--- config.mk ---
export PLATFORM = sky130hd
export DESIGN_NAME = video_bus_arbiter
export DESIGN_NICKNAME = d
export VERILOG_FILES = /design/src/rtl/arbiter_rr2.sv /design/src/rtl/video_bus_arbiter.sv
export SDC_FILE = /design/constraint.sdc
export NUM_CORES = 1
export LEC_CHECK = 0
export CORE_AREA = 2 2 130 132
export CTS_BUF_LIST = sky130_fd_sc_hd__clkbuf_4 sky130_fd_sc_hd__clkbuf_8 sky130_fd_sc_hd__clkbuf_16
export CTS_CLUSTER_SIZE = 28
export DETAILED_ROUTE_END_ITERATION = 6
export DIE_AREA = 0 0 132 134
export DONT_BUFFER_PORTS = 1
export GPL_ROUTABILITY_DRIVEN = 0
export PLACE_DENSITY = 0.45
export SLEW_MARGIN = 15
export SYNTH_ARGS = -nofsm -noshare
export SYNTH_HDL_FRONTEND = slang
export SYNTH_SLANG_ARGS = --single-unit
--- constraint.sdc ---
create_clock -name i_clock -period 1.7 [get_ports i_clock]
set_input_delay 0.34 -clock i_clock [delete_from_list [all_inputs] [get_ports i_clock]]
set_output_delay 0.34 -clock i_clock [all_outputs]
set_load 0.005 [all_outputs]
--- src/rtl/arbiter_rr2.sv ---
// Two-way combinational grant: picks M0 or M1 from the current requests, using the
// previous grant to alternate on contention when ROUND_ROBIN is nonzero.
module arbiter_rr2 #(
  parameter int ROUND_ROBIN = 1
) (
  input  logic m0_request,
  input  logic m1_request,
  input  logic last_grant,
  output logic grant_valid,
  output logic grant
);

  // Grant selection: a lone requester always wins; contention goes to M0 or alternates
  always_comb begin
    grant_valid = m0_request | m1_request;
    grant       = 1'b0;
    if (m0_request && m1_request) begin
      if (ROUND_ROBIN != 0) begin
        grant = ~last_grant;
      end else begin
        grant = 1'b0;
      end
    end else if (m1_request) begin
      grant = 1'b1;
    end else begin
      grant = 1'b0;
    end
  end

endmodule

--- src/rtl/video_bus_arbiter.sv ---
// Shares the character video device port between the CPU bus (M0) and a debug/DMA master (M1),
// sequencing one strobe/response transaction at a time with registered outputs.
module video_bus_arbiter #(
  parameter int ROUND_ROBIN = 1
) (
  input  logic        i_clock,
  input  logic        i_reset_n,
  input  logic        i_m0_request,
  input  logic        i_m0_rw,
  input  logic [31:0] i_m0_address,
  input  logic [31:0] i_m0_wdata,
  output logic [31:0] o_m0_rdata,
  output logic        o_m0_ready,
  input  logic        i_m1_request,
  input  logic        i_m1_rw,
  input  logic [31:0] i_m1_address,
  input  logic [31:0] i_m1_wdata,
  output logic [31:0] o_m1_rdata,
  output logic        o_m1_ready,
  output logic        o_video_request,
  output logic        o_video_rw,
  output logic [31:0] o_video_address,
  output logic [31:0] o_video_wdata,
  input  logic [31:0] i_video_rdata,
  output logic        o_busy
);

  localparam logic GRANT_M0 = 1'b0;
  localparam logic GRANT_M1 = 1'b1;

  typedef enum logic [1:0] {
    ST_IDLE  = 2'd0,
    ST_ISSUE = 2'd1,
    ST_WAIT  = 2'd2,
    ST_DONE  = 2'd3
  } state_t;

  state_t      state_r, state_s;
  logic        last_grant_r, last_grant_s;
  logic        active_r, active_s;
  logic        grant_valid_s, grant_s;
  logic        video_request_r, video_request_s;
  logic        video_rw_r, video_rw_s;
  logic [31:0] video_address_r, video_address_s;
  logic [31:0] video_wdata_r, video_wdata_s;
  logic [31:0] m0_rdata_r, m0_rdata_s;
  logic [31:0] m1_rdata_r, m1_rdata_s;
  logic        m0_ready_r, m0_ready_s;
  logic        m1_ready_r, m1_ready_s;
  logic        busy_r, busy_s;

  arbiter_rr2 #(
    .ROUND_ROBIN (ROUND_ROBIN)
  ) u_arbiter (
    .m0_request  (i_m0_request),
    .m1_request  (i_m1_request),
    .last_grant  (last_grant_r),
    .grant_valid (grant_valid_s),
    .grant       (grant_s)
  );

  // Next state and next values of every output register
  always_comb begin
    state_s         = state_r;
    last_grant_s    = last_grant_r;
    active_s        = active_r;
    video_request_s = 1'b0;
    video_rw_s      = video_rw_r;
    video_address_s = video_address_r;
    video_wdata_s   = video_wdata_r;
    m0_rdata_s      = m0_rdata_r;
    m1_rdata_s      = m1_rdata_r;
    m0_ready_s      = 1'b0;
    m1_ready_s      = 1'b0;
    busy_s          = 1'b0;
    case (state_r)
      ST_IDLE: begin
        if (grant_valid_s) begin
          state_s         = ST_ISSUE;
          last_grant_s    = grant_s;
          active_s        = grant_s;
          video_request_s = 1'b1;
          if (grant_s == GRANT_M1) begin
            video_rw_s      = i_m1_rw;
            video_address_s = i_m1_address;
            video_wdata_s   = i_m1_wdata;
          end else begin
            video_rw_s      = i_m0_rw;
            video_address_s = i_m0_address;
            video_wdata_s   = i_m0_wdata;
          end
        end else begin
          state_s = ST_IDLE;
        end
      end
      ST_ISSUE: state_s = ST_WAIT;
      ST_WAIT: begin
        // The device registered its read data on the strobe edge, so it is valid now
        if (active_r == GRANT_M1) begin
          m1_rdata_s = i_video_rdata;
          m1_ready_s = 1'b1;
        end else begin
          m0_rdata_s = i_video_rdata;
          m0_ready_s = 1'b1;
        end
        state_s = ST_DONE;
      end
      ST_DONE: state_s = ST_IDLE;
      default: state_s = ST_IDLE;
    endcase
    busy_s = (state_s != ST_IDLE);
  end

  // State and output registers; reset abandons any transaction in flight
  always_ff @(posedge i_clock) begin
    if (!i_reset_n) begin
      state_r         <= ST_IDLE;
      last_grant_r    <= GRANT_M1;
      active_r        <= GRANT_M0;
      video_request_r <= 1'b0;
      video_rw_r      <= 1'b0;
      video_address_r <= 32'h0000_0000;
      video_wdata_r   <= 32'h0000_0000;
      m0_rdata_r      <= 32'h0000_0000;
      m1_rdata_r      <= 32'h0000_0000;
      m0_ready_r      <= 1'b0;
      m1_ready_r      <= 1'b0;
      busy_r          <= 1'b0;
    end else begin
      state_r         <= state_s;
      last_grant_r    <= last_grant_s;
      active_r        <= active_s;
      video_request_r <= video_request_s;
      video_rw_r      <= video_rw_s;
      video_address_r <= video_address_s;
      video_wdata_r   <= video_wdata_s;
      m0_rdata_r      <= m0_rdata_s;
      m1_rdata_r      <= m1_rdata_s;
      m0_ready_r      <= m0_ready_s;
      m1_ready_r      <= m1_ready_s;
      busy_r          <= busy_s;
    end
  end

  assign o_video_request = video_request_r;
  assign o_video_rw      = video_rw_r;
  assign o_video_address = video_address_r;
  assign o_video_wdata   = video_wdata_r;
  assign o_m0_rdata      = m0_rdata_r;
  assign o_m1_rdata      = m1_rdata_r;
  assign o_m0_ready      = m0_ready_r;
  assign o_m1_ready      = m1_ready_r;
  assign o_busy          = busy_r;

endmodule
After elaboration in Yosys (flattened, before gate mapping)
Cells that the tools add are included.
- bits in registers: 137
- output and inout port bits: 133
- word-level logic and storage cells: 36
- input bits: 166
- reduce and logical (&&, ||, !) cells: 8
- bitwise operators: 3
- equality and inequality tests: 3
- mux-type cells: 10
- operators with widths (operator ; number):
    2-to-1 mux 32 bit ; 2
    AND reduction 2 bit ; 5
    one-hot mux 2 bit (4 select lines) ; 1
    2-to-1 mux 1 bit ; 7
    equality test 2 bit (second input constant) ; 2
    equality test 2 x 1 -> 1 bit (second input constant) ; 1
    logical NOT 2 bit ; 1
    NOT 1 bit ; 2
    nonzero test 2 bit ; 1
    logical AND 1 bit ; 1
    bitwise OR 1 bit ; 1

Logic depth before layout (Yosys ltp)
- depth in word-level cells: 4
- depth in mapped cells: 7
- depth with buffers taken out: 5

Hierarchy
A second synthesis with hierarchy kept.
- cells, all modules: 601
- area, all modules: 5654.2 µm²
- modules (own cells, without submodules) (module ; area an instance (µm²) ; cells each ; instances ; sequential area each (µm²)):
    video_bus_arbiter ; 5640.4 ; 599 ; 1 ; 2742.6
    arbiter_rr2 ; 13.8 ; 2 ; 1 ; 0.0

Least setup slack after synthesis
No wires, ideal clock.
- kind: register to register
- from: reg state_r[1]
- to: reg video_address_r[1] (netlist: o_video_address[1])
- slack: 0.342 ns
- data required time: 1.578 ns
- stages on the path, launching flop included: 8
- buffers on the path: 2
- clock period less this slack: 1.358 ns
- data arrival time: 1.237 ns
- setup time: 0.122 ns
- cell sequence: dfxtp_1 inv_1 ha_1 o21a_1 buf_4 buf_2 o21ai_0 a21oi_2
- longest elaborated chain between the ends: 2
- ends and longest elaborated chain (what ; line ; source):
    from (decl) ; video_bus_arbiter.sv:38 ; state_t state_r, state_s;
    from (signal assigned) ; video_bus_arbiter.sv:130 ; state_r <= state_s;
    logical NOT 2 bit ; video_bus_arbiter.sv:76 ; case (state_r)
    AND reduction 2 bit (no line) ; -- ;
    to (signal assigned) ; video_bus_arbiter.sv:135 ; video_address_r <= video_address_s;
    to (decl) ; video_bus_arbiter.sv:44 ; logic [31:0] video_address_r, video_address_s;
Every way passes these cells.
A chain may end at the register's enable or synchronous reset.

Worst setup path in the final report
- from: reg state_r[1]
- to: reg video_wdata_r[29] (netlist: o_video_wdata[29])
- longest elaborated chain between the ends: 2
- ends and longest elaborated chain (what ; line ; source):
    logical NOT 2 bit ; video_bus_arbiter.sv:76 ;
    AND reduction 2 bit (no line) ; -- ;
    to (signal assigned) ; video_bus_arbiter.sv:136 ; video_wdata_r <= video_wdata_s;
    to (decl) ; video_bus_arbiter.sv:45 ; logic [31:0] video_wdata_r, video_wdata_s;
Every way passes these cells.

==> out/results.tsv <==
stage	metric	value	unit
clock_network	cts_hold_buffers	0	
sta	fin_tns_setup	0	ns
setup_path	crit_required	1.99	ns
global_route	busiest_layer	met2	
power	irDropWorstVdd	0.830	mV
placement	dp_worst_setup_slack	0.239	ns
synthesis	yosys_warnings	0	
clock_network	numCtsBuffers	17	
routing	drt_iter0_drc	177	
sta	fin_worst_skew	0.00846	ns
die	die_x	132	um
routing	via_per_inst	5.22	
job	maxCapViolCount	0	
synthesis	yosysUniqueCellTypes	27	
setup_path	startpoint	state_r[1]	
setup_path	start_kind	register	
global_route	antenna_found_initial	0	
global_route	grt_pass1_vias	4618	
synthesis	seq_area_frac_synth	0.490	
setup_path	r2r_setup_slack	0.27	ns
setup_path	cp.buffers_inverters	2	
worst_hold_path	hold_path.class	primary input to register	
placement	placed_cell_area	5770	um^2
setup_path	arrival	1.72	ns
global_route	met2_usage	0.317	
setup_path	cp_cell_sequence	inv_1, ha_1, o21a_2, buf_4, o21ai_0, a21oi_2	
setup_path	r2r_cells	6	
sta	relSlewSlack	0.649	
clock_network	cts_max_level	4	
global_route	grt_use_total	0.178	
routing	wl_per_cell	18.3	um
clock_network	cts_tree	built	
global_route	grt_pass1_wl	25000	um
setup_path	rr_endpoint	o_video_wdata[29]	
setup_path	end_kind	register	
setup_path	critical_path_depth	6	
die	placementRows	47	
setup_path	crit_family	compound AO/OA/AOI/OAI gates	
worst_hold_path	hold_depth	1	
sta	max_freq	0.699	GHz
clock_network	clk_pin_slew	0.05	ns
finish	fillers	1679	
synthesis	syn_inst	674	
finish	post-route-cell-area	6370	um^2
synthesis	ys_top_cells_by_area	dfxtp_1 (49%), nand2_1 (13%), a21oi_2 (13%)	
sta	whs	0.0322	ns
die	pin_count	299	
setup_path	cp_slowest_cell	dfxtp_1	
sta	slew_viol_final	0	
routing	detail-route-antenna-nets	0	
global_route	grt-ovfl-total	0	
placement	placed_cells	852	
finish	fin_nets	821	
setup_path	cp_max_fo	19	
finish	antennaDiodeCount	0	
setup_path	rr_startpoint	state_r[1]	
setup_path	crit_end	o_video_wdata[29]	
routing	drc	0	
sta	hold_viol	0	
global_route	grt_max_degree	69	
finish	syn_to_final_growth	13.8	%
finish	layoutNonFillerInstCount	883	
placement	dpl.hpwl	11000	um
synthesis	syn_area_per_cell	8.30	um^2
sta	tightest_slew	0.527	ns
sta	rsz0062_at_grt	false	
synthesis	synth_fp_nets	844	
global_route	grt_util_met1	0.190	
routing	vias	4605	
clock_network	cts_buffer_depth	2	
sta	fin_crit_sh	0.842	
synthesis	synth_top_area_frac	0.490	
routing	drt_wl_total	16200	um
synthesis	yosys.area.top_type	dfxtp_1	
synthesis	ys_ff_latch	137	
die	start_util	0.344	
clock_network	clockRootBuffer	clkbuf_16	
power	p_per_area	1670	nW/um^2
sta	min_period	1.43	ns
finish	drive_gt1_frac	0.201	
sta	setup_ws	0.268	ns
clock_network	clock_sinks	137	
power	p_leak	0.00227	uW
synthesis	netlist_area	5600	um^2
die	die_h	134	um
setup_path	critical_path.max_stage_delay	0.35	ns
routing	firstDrtPassIters	4	
outcome	status	finished clean	
placement	port-buffer-count	0	
clock_network	post_cts_resized	0	
clock_network	post_cts_buffers	0	
setup_path	critPathKind	register to register	
clock_network	clk_latency	0.41	ns
sta	finalSetupViolations	0	
die	dieArea	17700	um^2
die	core_area	16300	um^2
global_route	use_met3	0.0763	
[logic make-up (layout without fill, tap and decap cells)]
family / Yosys count / after routing / synth area share
AOI/OAI and AO/OA: 267 / 267 / 0.296
and+or+nand+nor: 206 / 206 / 0.141
DFF: 137 / 137 / 0.490
buffers and inverters: 60 / 49 / 0.0637
adders and majority gates: 4 / 4 / 0.00894
[metrics by stage]
step / util / total power, uW
6_report: 0.391 / 10600
5_1_grt: 0.391 / 11200
4_1_cts: 0.391 / 10800
3_5_place_dp: 0.354 / 6970
3_3_place_gp: 0.354 / 6900
2_1_floorplan: - / 6290
[flip-flops by register name, indices dropped and copies added, names as in the netlist]
register and cells:
o_busy 1, o_m0_rdata 32, state_r 2, o_m1_rdata 32
o_video_wdata 32, last_grant_r 1, o_video_request 1, o_m1_ready 1
o_m0_ready 1, active_r 1, o_video_address 32, o_video_rw 1
[layout by cell type (no fill, tap or decap), types with 2 or more instances in the layout]
master / instances
a21oi_1: 115
a21oi_2: 80
and2_1: 2
buf_12: 9
buf_4: 6
bufinv_16: 3
clkbuf_16: 17
clkbuf_4: 5
clkinv_2: 3
dfxtp_1: 137
ha_1: 4
inv_1: 2
nand2_1: 194
nor2_1: 6
o21ai_0: 61
o21ai_1: 5
[final cells by class]
cell class | instances | area [um^2] | share of cell area
clock buffer | 23 | 477 | 0.0749
clock inverter | 8 | 121 | 0.0191
inverter | 3 | 11.3 | 0.00177
multi-input combinational | 477 | 2520 | 0.395
sequential | 137 | 2740 | 0.431
tap | 220 | 275 | 0.0432
timing repair buffer | 15 | 225 | 0.0354
[routing by layer]
metal / vias to the layer above / share of wire
met2: 204 / 0.51
met4: 0 / 0.014
met1: 2172 / 0.38
met3: 15 / 0.095
met5: - / 0
li1: 2214 / -
[Yosys cell counts (all sizes together)]
master and number:
or2 1, clkinv 1, o21ai 67, buf 37, nor2b 1, nand2 194, a21bo 1, and3 1
and2 2, nor2 6, a22oi 1, a211oi 1, ha 4, a21oi 195, o21a 1, nand2b 1
a21boi 1, inv 2, dfxtp 137, clkbuf 20
[power by group]
part           internal [uW]  leakage, uW  switching, uW
Sequential              3880      0.00112            532
Clock                   2410     0.000298           1330
Combinational            927     0.000845           1530
Total                   7220      0.00227           3390
[worst min path at each step]
| stage | slack (ns) | start | to |
|---|---|---|---|
| after floorplan | 0.45 | o_m0_rdata[0] | o_m0_rdata[0] |
| after global placement | 0.44 | i_reset_n | last_grant_r |
| after detailed placement | 0.43 | i_reset_n | last_grant_r |
| after CTS | 0.003 | i_reset_n | last_grant_r |
| after global routing | 0.02 | i_reset_n | last_grant_r |
| final | 0.03 | i_reset_n | last_grant_r |
No activity file was read; power rests on OpenSTA's default activity.
